## src/rtl/bram_arb_pkg.sv

```systemverilog
// Shared types and constants for the BRAM port arbiter.
package bram_arb_pkg;

    localparam int RD_LAT_MIN = 1;
    localparam int RD_LAT_MAX = 4;

    // Wide enough for the largest supported requester count (8).
    localparam int PIPE_ID_W = 3;

    // Requester-id width for a given requester count.
    function automatic int id_w(input int num_req);
        return (num_req > 1) ? $clog2(num_req) : 1;
    endfunction

    // One slot of the read-return pipeline.
    typedef struct packed {
        logic                 valid;
        logic [PIPE_ID_W-1:0] id;
    } rd_entry_t;

endpackage

```

## src/rtl/rr_lock_arbiter.sv

```systemverilog
// Round-robin arbiter with burst locking. Owns the rotation pointer,
// the lock flag and the consecutive locked-beat counter.
module rr_lock_arbiter
    import bram_arb_pkg::*;
#(
    parameter int NUM_REQ  = 4,
    parameter int MAX_LOCK = 16,
    localparam int ID_W    = id_w(NUM_REQ)
) (
    input  logic               clk,
    input  logic               rst,
    input  logic [NUM_REQ-1:0] req_valid,
    input  logic [NUM_REQ-1:0] req_lock,
    input  logic               issue,
    output logic [NUM_REQ-1:0] grant,
    output logic [ID_W-1:0]    winner
);

    localparam int CNT_W = $clog2(MAX_LOCK + 1);

    logic [ID_W-1:0]  last_grant;
    logic             lock_active;
    logic [CNT_W-1:0] lock_cnt;
    logic             lock_hold;
    logic [CNT_W-1:0] cnt_next;
    logic [ID_W:0]    idx;
    logic             found;

    // Locked owner wins outright while it stays valid; otherwise scan from last_grant+1.
    always_comb begin
        lock_hold = lock_active & req_valid[last_grant];
        grant     = '0;
        winner    = '0;
        found     = 1'b0;
        idx       = '0;
        if (lock_hold) begin
            grant[last_grant] = 1'b1;
            winner            = last_grant;
        end else begin
            for (int i = 1; i <= NUM_REQ; i++) begin
                idx = {1'b0, last_grant} + (ID_W+1)'(i);
                if (idx >= (ID_W+1)'(NUM_REQ)) begin
                    idx = idx - (ID_W+1)'(NUM_REQ);
                end
                if (!found && req_valid[idx[ID_W-1:0]]) begin
                    found                 = 1'b1;
                    winner                = idx[ID_W-1:0];
                    grant[idx[ID_W-1:0]]  = 1'b1;
                end
            end
        end
    end

    // A fresh lock starts counting at 1; a continuing one adds to the run.
    assign cnt_next = (lock_hold ? lock_cnt : '0) + CNT_W'(1);

    // Pointer and lock bookkeeping; the lock drops once the run hits MAX_LOCK.
    always_ff @(posedge clk or posedge rst) begin
        if (rst) begin
            last_grant  <= ID_W'(NUM_REQ - 1);
            lock_active <= 1'b0;
            lock_cnt    <= '0;
        end else if (issue) begin
            last_grant <= winner;
            if (req_lock[winner] && (cnt_next < CNT_W'(MAX_LOCK))) begin
                lock_active <= 1'b1;
                lock_cnt    <= cnt_next;
            end else begin
                lock_active <= 1'b0;
                lock_cnt    <= '0;
            end
        end else if (lock_active && !req_valid[last_grant]) begin
            lock_active <= 1'b0;
            lock_cnt    <= '0;
        end
    end

endmodule

```

## src/rtl/bram_port_arbiter.sv

```systemverilog
// Shares one BRAM port among NUM_REQ requesters: arbitration, request
// mux onto the port, and read-response routing through the BRAM latency.
module bram_port_arbiter
    import bram_arb_pkg::*;
#(
    parameter int NUM_REQ  = 4,
    parameter int ADDR_W   = 32,
    parameter int DATA_W   = 64,
    parameter int RD_LAT   = 1,
    parameter int MAX_LOCK = 16
) (
    input  logic                             clk,
    input  logic                             rst,
    input  logic [NUM_REQ-1:0]               req_valid,
    output logic [NUM_REQ-1:0]               req_ready,
    input  logic [NUM_REQ-1:0]               req_we,
    input  logic [NUM_REQ-1:0]               req_lock,
    input  logic [NUM_REQ-1:0][ADDR_W-1:0]   req_addr,
    input  logic [NUM_REQ-1:0][DATA_W-1:0]   req_wdata,
    input  logic [NUM_REQ-1:0][DATA_W/8-1:0] req_wmask,
    output logic [NUM_REQ-1:0]               rsp_valid,
    output logic [DATA_W-1:0]                rsp_rdata,
    output logic [ADDR_W-1:0]                bram_addr,
    output logic [DATA_W-1:0]                bram_wdata,
    output logic [DATA_W/8-1:0]              bram_wmask,
    output logic                             bram_wen,
    input  logic [DATA_W-1:0]                bram_rdata,
    output logic                             busy
);

    localparam int ID_W = id_w(NUM_REQ);
    localparam int LAT  = (RD_LAT < RD_LAT_MIN) ? RD_LAT_MIN :
                          (RD_LAT > RD_LAT_MAX) ? RD_LAT_MAX : RD_LAT;

    logic [NUM_REQ-1:0] grant;
    logic [ID_W-1:0]    winner;
    logic               issue;
    logic               rd_issue;
    rd_entry_t          pipe [LAT];

    rr_lock_arbiter #(
        .NUM_REQ  (NUM_REQ),
        .MAX_LOCK (MAX_LOCK)
    ) u_arb (
        .clk       (clk),
        .rst       (rst),
        .req_valid (req_valid),
        .req_lock  (req_lock),
        .issue     (issue),
        .grant     (grant),
        .winner    (winner)
    );

    // No grants while reset is held, even if requesters are already valid.
    assign req_ready = rst ? '0 : grant;
    assign issue     = |(req_valid & req_ready);
    assign rd_issue  = issue & ~req_we[winner];

    // Drive the port from the winner; park it at zero when idle.
    always_comb begin
        bram_addr  = '0;
        bram_wdata = '0;
        bram_wmask = '0;
        bram_wen   = 1'b0;
        if (issue) begin
            bram_addr  = req_addr[winner];
            bram_wdata = req_wdata[winner];
            bram_wmask = req_wmask[winner];
            bram_wen   = req_we[winner];
        end
    end

    // Tag each read with its requester and age it alongside the BRAM latency.
    always_ff @(posedge clk or posedge rst) begin
        if (rst) begin
            for (int i = 0; i < LAT; i++) begin
                pipe[i] <= '0;
            end
        end else begin
            pipe[0].valid <= rd_issue;
            pipe[0].id    <= PIPE_ID_W'(winner);
            for (int i = 1; i < LAT; i++) begin
                pipe[i] <= pipe[i-1];
            end
        end
    end

    // Route returning data to the tagged requester; data bus is zero otherwise.
    always_comb begin
        rsp_valid = '0;
        rsp_rdata = '0;
        for (int i = 0; i < NUM_REQ; i++) begin
            rsp_valid[i] = pipe[LAT-1].valid && (pipe[LAT-1].id == PIPE_ID_W'(i));
        end
        if (pipe[LAT-1].valid) begin
            rsp_rdata = bram_rdata;
        end
    end

    // Busy while any read is still travelling through the return pipeline.
    always_comb begin
        busy = 1'b0;
        for (int i = 0; i < LAT; i++) begin
            busy = busy | pipe[i].valid;
        end
    end

endmodule

```

## config.mk

```make
export PLATFORM = sky130hd
export DESIGN_NAME = bram_port_arbiter
export DESIGN_NICKNAME = d
export VERILOG_FILES = /design/src/rtl/bram_arb_pkg.sv /design/src/rtl/rr_lock_arbiter.sv /design/src/rtl/bram_port_arbiter.sv
export SDC_FILE = /design/constraint.sdc
export NUM_CORES = 1
export LEC_CHECK = 0
export CORE_AREA = 2 2 263 265
export CTS_BUF_LIST = sky130_fd_sc_hd__clkbuf_4 sky130_fd_sc_hd__clkbuf_8
export DETAILED_ROUTE_END_ITERATION = 6
export DIE_AREA = 0 0 265 267
export PLACE_DENSITY = 0.32
export REMOVE_ABC_BUFFERS = 1
export SLEW_MARGIN = 15
export SYNTH_ARGS = -nofsm -noshare
export SYNTH_HDL_FRONTEND = slang
export SYNTH_HIERARCHICAL = 1
export SYNTH_SLANG_ARGS = --single-unit
```

## constraint.sdc

```tcl
create_clock -name clk -period 6.4 [get_ports clk]
set_input_delay 1.28 -clock clk [delete_from_list [all_inputs] [get_ports clk]]
set_output_delay 1.28 -clock clk [all_outputs]
set_load 0.02 [all_outputs]
```

; Word level (Yosys, flattened, before mapping)
; Cells that the tools add are included.
[word_totals]
reg_bits = 11
latchBits = 0
ram_bits = 0
romBits = 0
in_bits = 494
out_inout_bits = 178
wordCells = 131
mem_count = 0
[classes]
add_sub_neg = 9
multipliers = 0
n_div = 0
n_lt_le_gt_ge = 16
eq_ne = 3
shifts = 0
muxes = 70
n_bitwise = 7
n_reduce_logical = 21
[op_table]
columns = op, count
row1 = 64-bit 2-to-1 mux, 3
row2 = 64-bit binary-select mux with 2-bit select, 1
row3 = 32-bit binary-select mux with 2-bit select, 1
row4 = 32-bit 2-to-1 mux, 2
row5 = 4-bit 2-to-1 mux, 9
row6 = 2-bit 2-to-1 mux, 13
row7 = 1-bit 2-to-1 mux, 22
row8 = 5-bit 2-to-1 mux, 4
row9 = 2-bit by 3-bit < comparator with 1-bit output (second input constant), 6
row10 = 8-bit binary-select mux with 2-bit select, 1
row11 = 8-bit 2-to-1 mux, 2
row12 = 1-bit binary-select mux with 2-bit select, 7
row13 = 1-bit logical AND, 14
row14 = 3-bit greater-or-equal comparator (second input constant), 4
row15 = 4-bit OR, 3
row16 = 1-bit demux with 2-bit select, 5
row17 = 2-bit by 1-bit greater-or-equal comparator with 1-bit output (second input constant), 5
row18 = 2-bit by 1-bit subtractor with 2-bit output (second input constant), 4
row19 = 2-bit by 2-bit adder with 3-bit output (second input constant), 2
row20 = 5-bit by 1-bit adder with 5-bit output (second input constant), 1
row21 = 5-bit < comparator (second input constant), 1
row22 = 4-bit AND, 1
row23 = 2-bit equality test (second input constant), 2
row24 = 1-bit logical NOT, 4
row25 = other kinds (8), 9

; Depth between registers and ports, before layout
[logic_depth]
word_depth = 25
ltp_mapped = 16
ltp_nobuf = 14

; Cells and area by module
; The synthesis kept the hierarchy.
[by_module_without_submodules]
columns = module, instances, cells_per_inst, area_per_inst_um2, seq_area_each_um2
row1 = bram_port_arbiter, 1, 359, 4380.5, 75.1
row2 = rr_lock_arbiter, 1, 103, 957.2, 202.7

; Worst setup path before layout
; OpenSTA, ideal clock, no wires.
[synth_timing]
path_kind = input to output
startpoint = input port req_valid[1]
endpoint = output port bram_addr[0]
arrival_time_ns = 3.469
required_time_ns = 5.120
setup_slack_ns = 1.651
cell_stages = 10
n_path_buf = 3
cell_sequence = mux4_2 o21bai_1 a21oi_1 nand2_1 o21ai_0 a22o_1 buf_2 buf_2 clkbuf_1 o211a_1
[synth_between]
elab_chain_len = 20
word_cells_on_any_way = 45
cone_classes = mux: 33 / bitwise: 5 / reduce/logical: 7
[synth_lines]
columns = element, line
row1 = "start, declared", bram_port_arbiter.sv:14  ; input logic [NUM_REQ-1:0] req_valid,
row2 = 1-bit binary-select mux with 2-bit select, rr_lock_arbiter.sv:45  ; if (!found && req_valid[idx[ID_W-1:0]]) begin
row3 = 1-bit 2-to-1 mux (implied by the code), rr_lock_arbiter.sv:45
row4 = 1-bit 2-to-1 mux, rr_lock_arbiter.sv:45
row5 = 1-bit 2-to-1 mux, rr_lock_arbiter.sv:36  ; if (lock_hold) begin
row6 = 1-bit logical NOT, rr_lock_arbiter.sv:45
row7 = 1-bit logical AND, rr_lock_arbiter.sv:45
row8 = 1-bit 2-to-1 mux, rr_lock_arbiter.sv:45
row9 = 1-bit 2-to-1 mux, rr_lock_arbiter.sv:36
row10 = [... 5 more ...], --
row11 = 1-bit logical AND, rr_lock_arbiter.sv:45
row12 = 4-bit 2-to-1 mux, rr_lock_arbiter.sv:45
row13 = 4-bit 2-to-1 mux *, rr_lock_arbiter.sv:36
row14 = named net grant[2], bram_port_arbiter.sv:35  ; logic [NUM_REQ-1:0] grant;
row15 = 4-bit 2-to-1 mux *, bram_port_arbiter.sv:55  ; assign req_ready = rst ? '0 : grant;
row16 = 4-bit AND *, bram_port_arbiter.sv:56  ; assign issue = |(req_valid & req_ready);
row17 = 4-bit OR reduction *, bram_port_arbiter.sv:56
row18 = 32-bit 2-to-1 mux *, bram_port_arbiter.sv:65  ; if (issue) begin
row19 = "end, declared", bram_port_arbiter.sv:23  ; output logic [ADDR_W-1:0] bram_addr,
; The timed path passes the listed nets; every way through them passes the cells marked *. The select of a mux whose other input is x is not followed.

; Worst setup path after layout
[layout_timing]
startpoint = input port req_valid[2]
endpoint = output port bram_addr[11]
[layout_between]
word_cells_on_any_way = 45
cone_classes = mux: 33 / bitwise: 5 / reduce/logical: 7
[layout_rtl]
columns = element, line
row1 = 1-bit binary-select mux with 2-bit select, rr_lock_arbiter.sv:45
row2 = 1-bit 2-to-1 mux (implied by the code), rr_lock_arbiter.sv:45
row3 = 1-bit 2-to-1 mux, rr_lock_arbiter.sv:45
row4 = 1-bit 2-to-1 mux, rr_lock_arbiter.sv:36
row5 = 1-bit logical NOT, rr_lock_arbiter.sv:45
row6 = 1-bit logical AND, rr_lock_arbiter.sv:45
row7 = 1-bit 2-to-1 mux, rr_lock_arbiter.sv:45
row8 = 1-bit 2-to-1 mux, rr_lock_arbiter.sv:36
row9 = [... 4 more ...], --
row10 = 1-bit logical NOT, rr_lock_arbiter.sv:45
row11 = 1-bit logical AND, rr_lock_arbiter.sv:45
row12 = 2-bit 2-to-1 mux, rr_lock_arbiter.sv:45
row13 = 2-bit 2-to-1 mux *, rr_lock_arbiter.sv:36
row14 = named net winner[0], bram_port_arbiter.sv:36  ; logic [ID_W-1:0] winner;
row15 = 32-bit binary-select mux with 2-bit select *, bram_port_arbiter.sv:66  ; bram_addr = req_addr[winner];
row16 = 32-bit 2-to-1 mux (implied by the code) *, bram_port_arbiter.sv:66
row17 = 32-bit 2-to-1 mux *, bram_port_arbiter.sv:65
; Marks and branches as above.

==> flow_metrics.tcl <==
set metrics [dict create \
    antenna_left 0 \
    crit_path_start_kind "primary input" \
    yosysWarnings 6 \
    cellPowerDensity_mw_per_mm2 505 \
    clk_path_buf_depth 2 \
    grt_pass1_vias 8061 \
    ys_types 47 \
    area_growth_syn_to_layout_pct 149 \
    cts.reportedPaths.clkPinSlew_ns 0.06 \
    nNetsFinal 1611 \
    final_cell_utilization_of_the_core_pct 19.6 \
    endpoint_kind "output pin" \
    port-buffer-count 671 \
    critical-path-max-stage-delay_ns 0.65 \
    post-dp-hpwl_mm 38.3 \
    die_h_um 267 \
    maximum_number_of_pins_on_one_net_before_global_route_repair 70 \
    slew_violations 0 \
    core-area_mm2 0.0680 \
    cts-resized-gates 0 \
    worst_skew_pair.late_latency_ns 0.26 \
    vdd.ir_drop.worst_uv 279 \
    timing.clock.skew_ns 0.00279 \
    dr.pass1.iters 6 \
    slowest_stage "sky130_fd_sc_hd__mux4_2" \
    gpl.final_weighted_congestion 0.769 \
    num-fill-cells 7423 \
    dieWidth_um 265 \
    clock_sink_count 11 \
    cts_made_buffers 3 \
    path_buf_inv 4 \
    slew_headroom_pct 33.5 \
    vias 7360 \
    synth-seq-cells 11 \
    design.die.area_mm2 0.0708 \
    initial_core_util_pct 7.85 \
    achievable-frequency_mhz 164 \
    gr-usage-all-layers_pct 12.1 \
    remaining_drc_errors 0 \
    global_route.usage.met3_pct 4.63 \
    register_to_register_setup_slack_ns 2.26 \
    syn_inst 462 \
    criticalPathCategory "primary input to output pin" \
    cts_hold_buf 0 \
    timing.hold.ws_ns 0.535 \
    critical-path-top-delay-family "buffers and inverters" \
    critical_path_required_ns 5.12 \
    critical_path.cell_chain "clkdlybuf4s50_1, mux4_2, nor2b_4, o21ai_2, mux2i_4, buf_12, buf_12, mux4_2, o211a_1, clkdlybuf4s50_1" \
    cts_tree "built" \
    detailed_place.area_mm2 0.0133 \
    gr-total-overflow 0 \
    final_min_period_over_clock_period_pct 95.5 \
    post-layout-total-power_mw 6.73 \
    clock_tree.htree_level_count 1 \
    setup-tns-final_ns 0 \
    hp-class "flop to flop" \
    global_route_wire_length_before_repair_mm 61.8 \
    grt_setup_unrepaired "false" \
    wl_mm 45.4 \
    cap_violations 0 \
    route.detailed.wl_per_inst_um 22.8 \
    timing.final.setup_violations 0 \
    io_pins 672 \
    worst_pin_slew_ns 0.997 \
    global_route.peak_usage_layer "met2" \
    total_leakage_power_nw 5.44 \
    final_cell_area_mm2 0.0133 \
    met1_usage_grt_pct 13.0 \
    drt-vias-per-instance 3.69 \
    worst_path_arrival_time_ns 4.83 \
    post_cts_buffers 0 \
    dr.first_iter.drc_count 275 \
    syn_avg_cell_area_um2 11.6 \
    final_hold_viol_count 0 \
    status "completed" \
    critical_path_peak_fanout 22 \
    synth_area_mm2 0.00534 \
    ratio_of_cells_with_drive_above_1_in_the_final_layout_pct 15.3 \
    global_route.usage.met2_pct 22.9 \
    cts_root_buffer "sky130_fd_sc_hd__clkbuf_8" \
    final_critical_period_ns 6.11 \
    synth_seq_area_share_pct 5.20 \
    rows 96 \
    antenna_found_initial 10 \
]
[layout make-up]
type | count | area, um2 | share of cell area [%]
multi-input cells | 374 | 4650 | 35.0
repair buffers | 711 | 7190 | 54.0
clock buffers | 3 | 41.3 | 0.310
diodes | 3 | 7.51 | 0.0564
inverters | 7 | 28.8 | 0.216
flip-flops and latches | 11 | 279 | 2.10
well taps | 882 | 1100 | 8.29
clock inverters | 1 | 5.00 | 0.0376
[path summary, 6_finish.rpt]
check	startpoint	to	cells past startpoint
min in group asynchronous	rst	u_arb/lock_cnt[1]	2
hold / removal	u_arb/lock_cnt[0]	u_arb/lock_cnt[0]	1
setup / recovery	req_valid[2]	bram_addr[11]	10
hold reg to reg	u_arb/lock_cnt[0]	u_arb/lock_cnt[0]	1
setup reg to reg	u_arb/last_grant[0]	u_arb/lock_cnt[2]	15
max in group asynchronous	rst	pipe[0]	3
[synthesized netlist by cell type (all sizes together)]
library cell | instances | area share, %
a21oi | 5 | 0.54
o21bai | 1 | 0.14
mux2i | 4 | 0.98
a31oi | 1 | 0.12
ha | 9 | 2.1
a221o | 5 | 0.94
dfstp | 2 | 0.98
xnor2 | 1 | 0.16
xor2 | 1 | 0.16
and3 | 5 | 0.59
buf | 27 | 4.7
nor2 | 4 | 0.28
a32o | 2 | 0.38
a22oi | 3 | 0.42
nor2b | 5 | 0.73
mux2 | 1 | 0.21
and2 | 66 | 7.8
clkbuf | 43 | 3.0
o2bb2ai | 1 | 0.16
o31a | 1 | 0.16
a32oi | 1 | 0.30
nand2 | 11 | 0.77
dfrtp | 9 | 4.2
inv | 7 | 0.49
nand3 | 4 | 0.38
and3b | 1 | 0.16
mux4 | 109 | 46
nor3b | 2 | 0.28
a221oi | 2 | 0.45
o211a | 105 | 20
o21ai | 17 | 1.7
a211oi | 1 | 0.14
a22o | 4 | 0.66
nor3 | 2 | 0.19
[worst register-to-register path: stages, from the launching register on]
cell,delay [ns]
sky130_fd_sc_hd__dfstp_2,0.87
sky130_fd_sc_hd__inv_2,0.20
sky130_fd_sc_hd__ha_1,0.44
sky130_fd_sc_hd__mux4_2,0.29
sky130_fd_sc_hd__nor2b_4,0.21
sky130_fd_sc_hd__a221o_1,0.17
sky130_fd_sc_hd__o21ai_0,0.08
sky130_fd_sc_hd__o21ai_0,0.17
sky130_fd_sc_hd__buf_4,0.15
sky130_fd_sc_hd__a22oi_1,0.09
sky130_fd_sc_hd__a21oi_1,0.62
sky130_fd_sc_hd__o21ai_0,0.26
sky130_fd_sc_hd__inv_1,0.16
sky130_fd_sc_hd__nand3_1,0.08
sky130_fd_sc_hd__o21ai_0,0.16
sky130_fd_sc_hd__a22o_1,0.14
[placed cells by master, fill, tap and decap left out, drive strengths merged, types with 3 or more instances in the layout]
master         synthesis  layout
a21oi                  5       5
nor2                   4       4
o21ai                 17      17
nand2                 11      11
and2                  66      66
diode                  0       3
mux2i                  4       4
ha                     9       9
nor2b                  5       5
o211a                105     105
mux4                 109     109
inv                    7       7
nand3                  4       4
a221o                  5       5
and3                   5       5
a22o                   4       4
buf                   27      41
a22oi                  3       3
clkbuf                43       3
dfrtp                  9       9
clkdlybuf4s50          0     670
[report_power, final]
| part | internal (mW) | leakage [nW] | switching, mW |
|---|---|---|---|
| clock network | 0.0433 | 0.0255 | 0.0368 |
| logic | 3.38 | 5.27 | 3.09 |
| registers | 0.0976 | 0.138 | 0.0764 |
| total | 3.52 | 5.44 | 3.21 |
[flip-flops by register name, summed over array words and instances (netlist names)]
register           flops
busy                   1
u_arb/lock_active      1
u_arb/last_grant       2
u_arb/lock_cnt         5
pipe                   2
[per-layer routing]
layer	vias up	share of wire, %
met5	-	0.13
met3	17	9.6
li1	3245	-
met2	429	53
met1	3659	37
met4	10	0.58
[logic make-up after synthesis]
| family | after synthesis | synth area share [%] |
|---|---|---|
| flops | 11 | 5.20 |
| compound gates | 149 | 25.8 |
| mux | 114 | 47.3 |
| simple gates | 100 | 11.2 |
| fa+ha+maj | 9 | 2.11 |
| buf+inv | 77 | 8.18 |
| xor+xnor | 2 | 0.328 |
[stage by stage]
stage,worst slack (ns),instances
floorplan,-2.43,392
global placement,0.282,1985
detailed placement,0.271,1985
CTS,0.267,1989
global route,0.120,1989
finish,0.288,1992
Power figures use the tool's default switching activity.
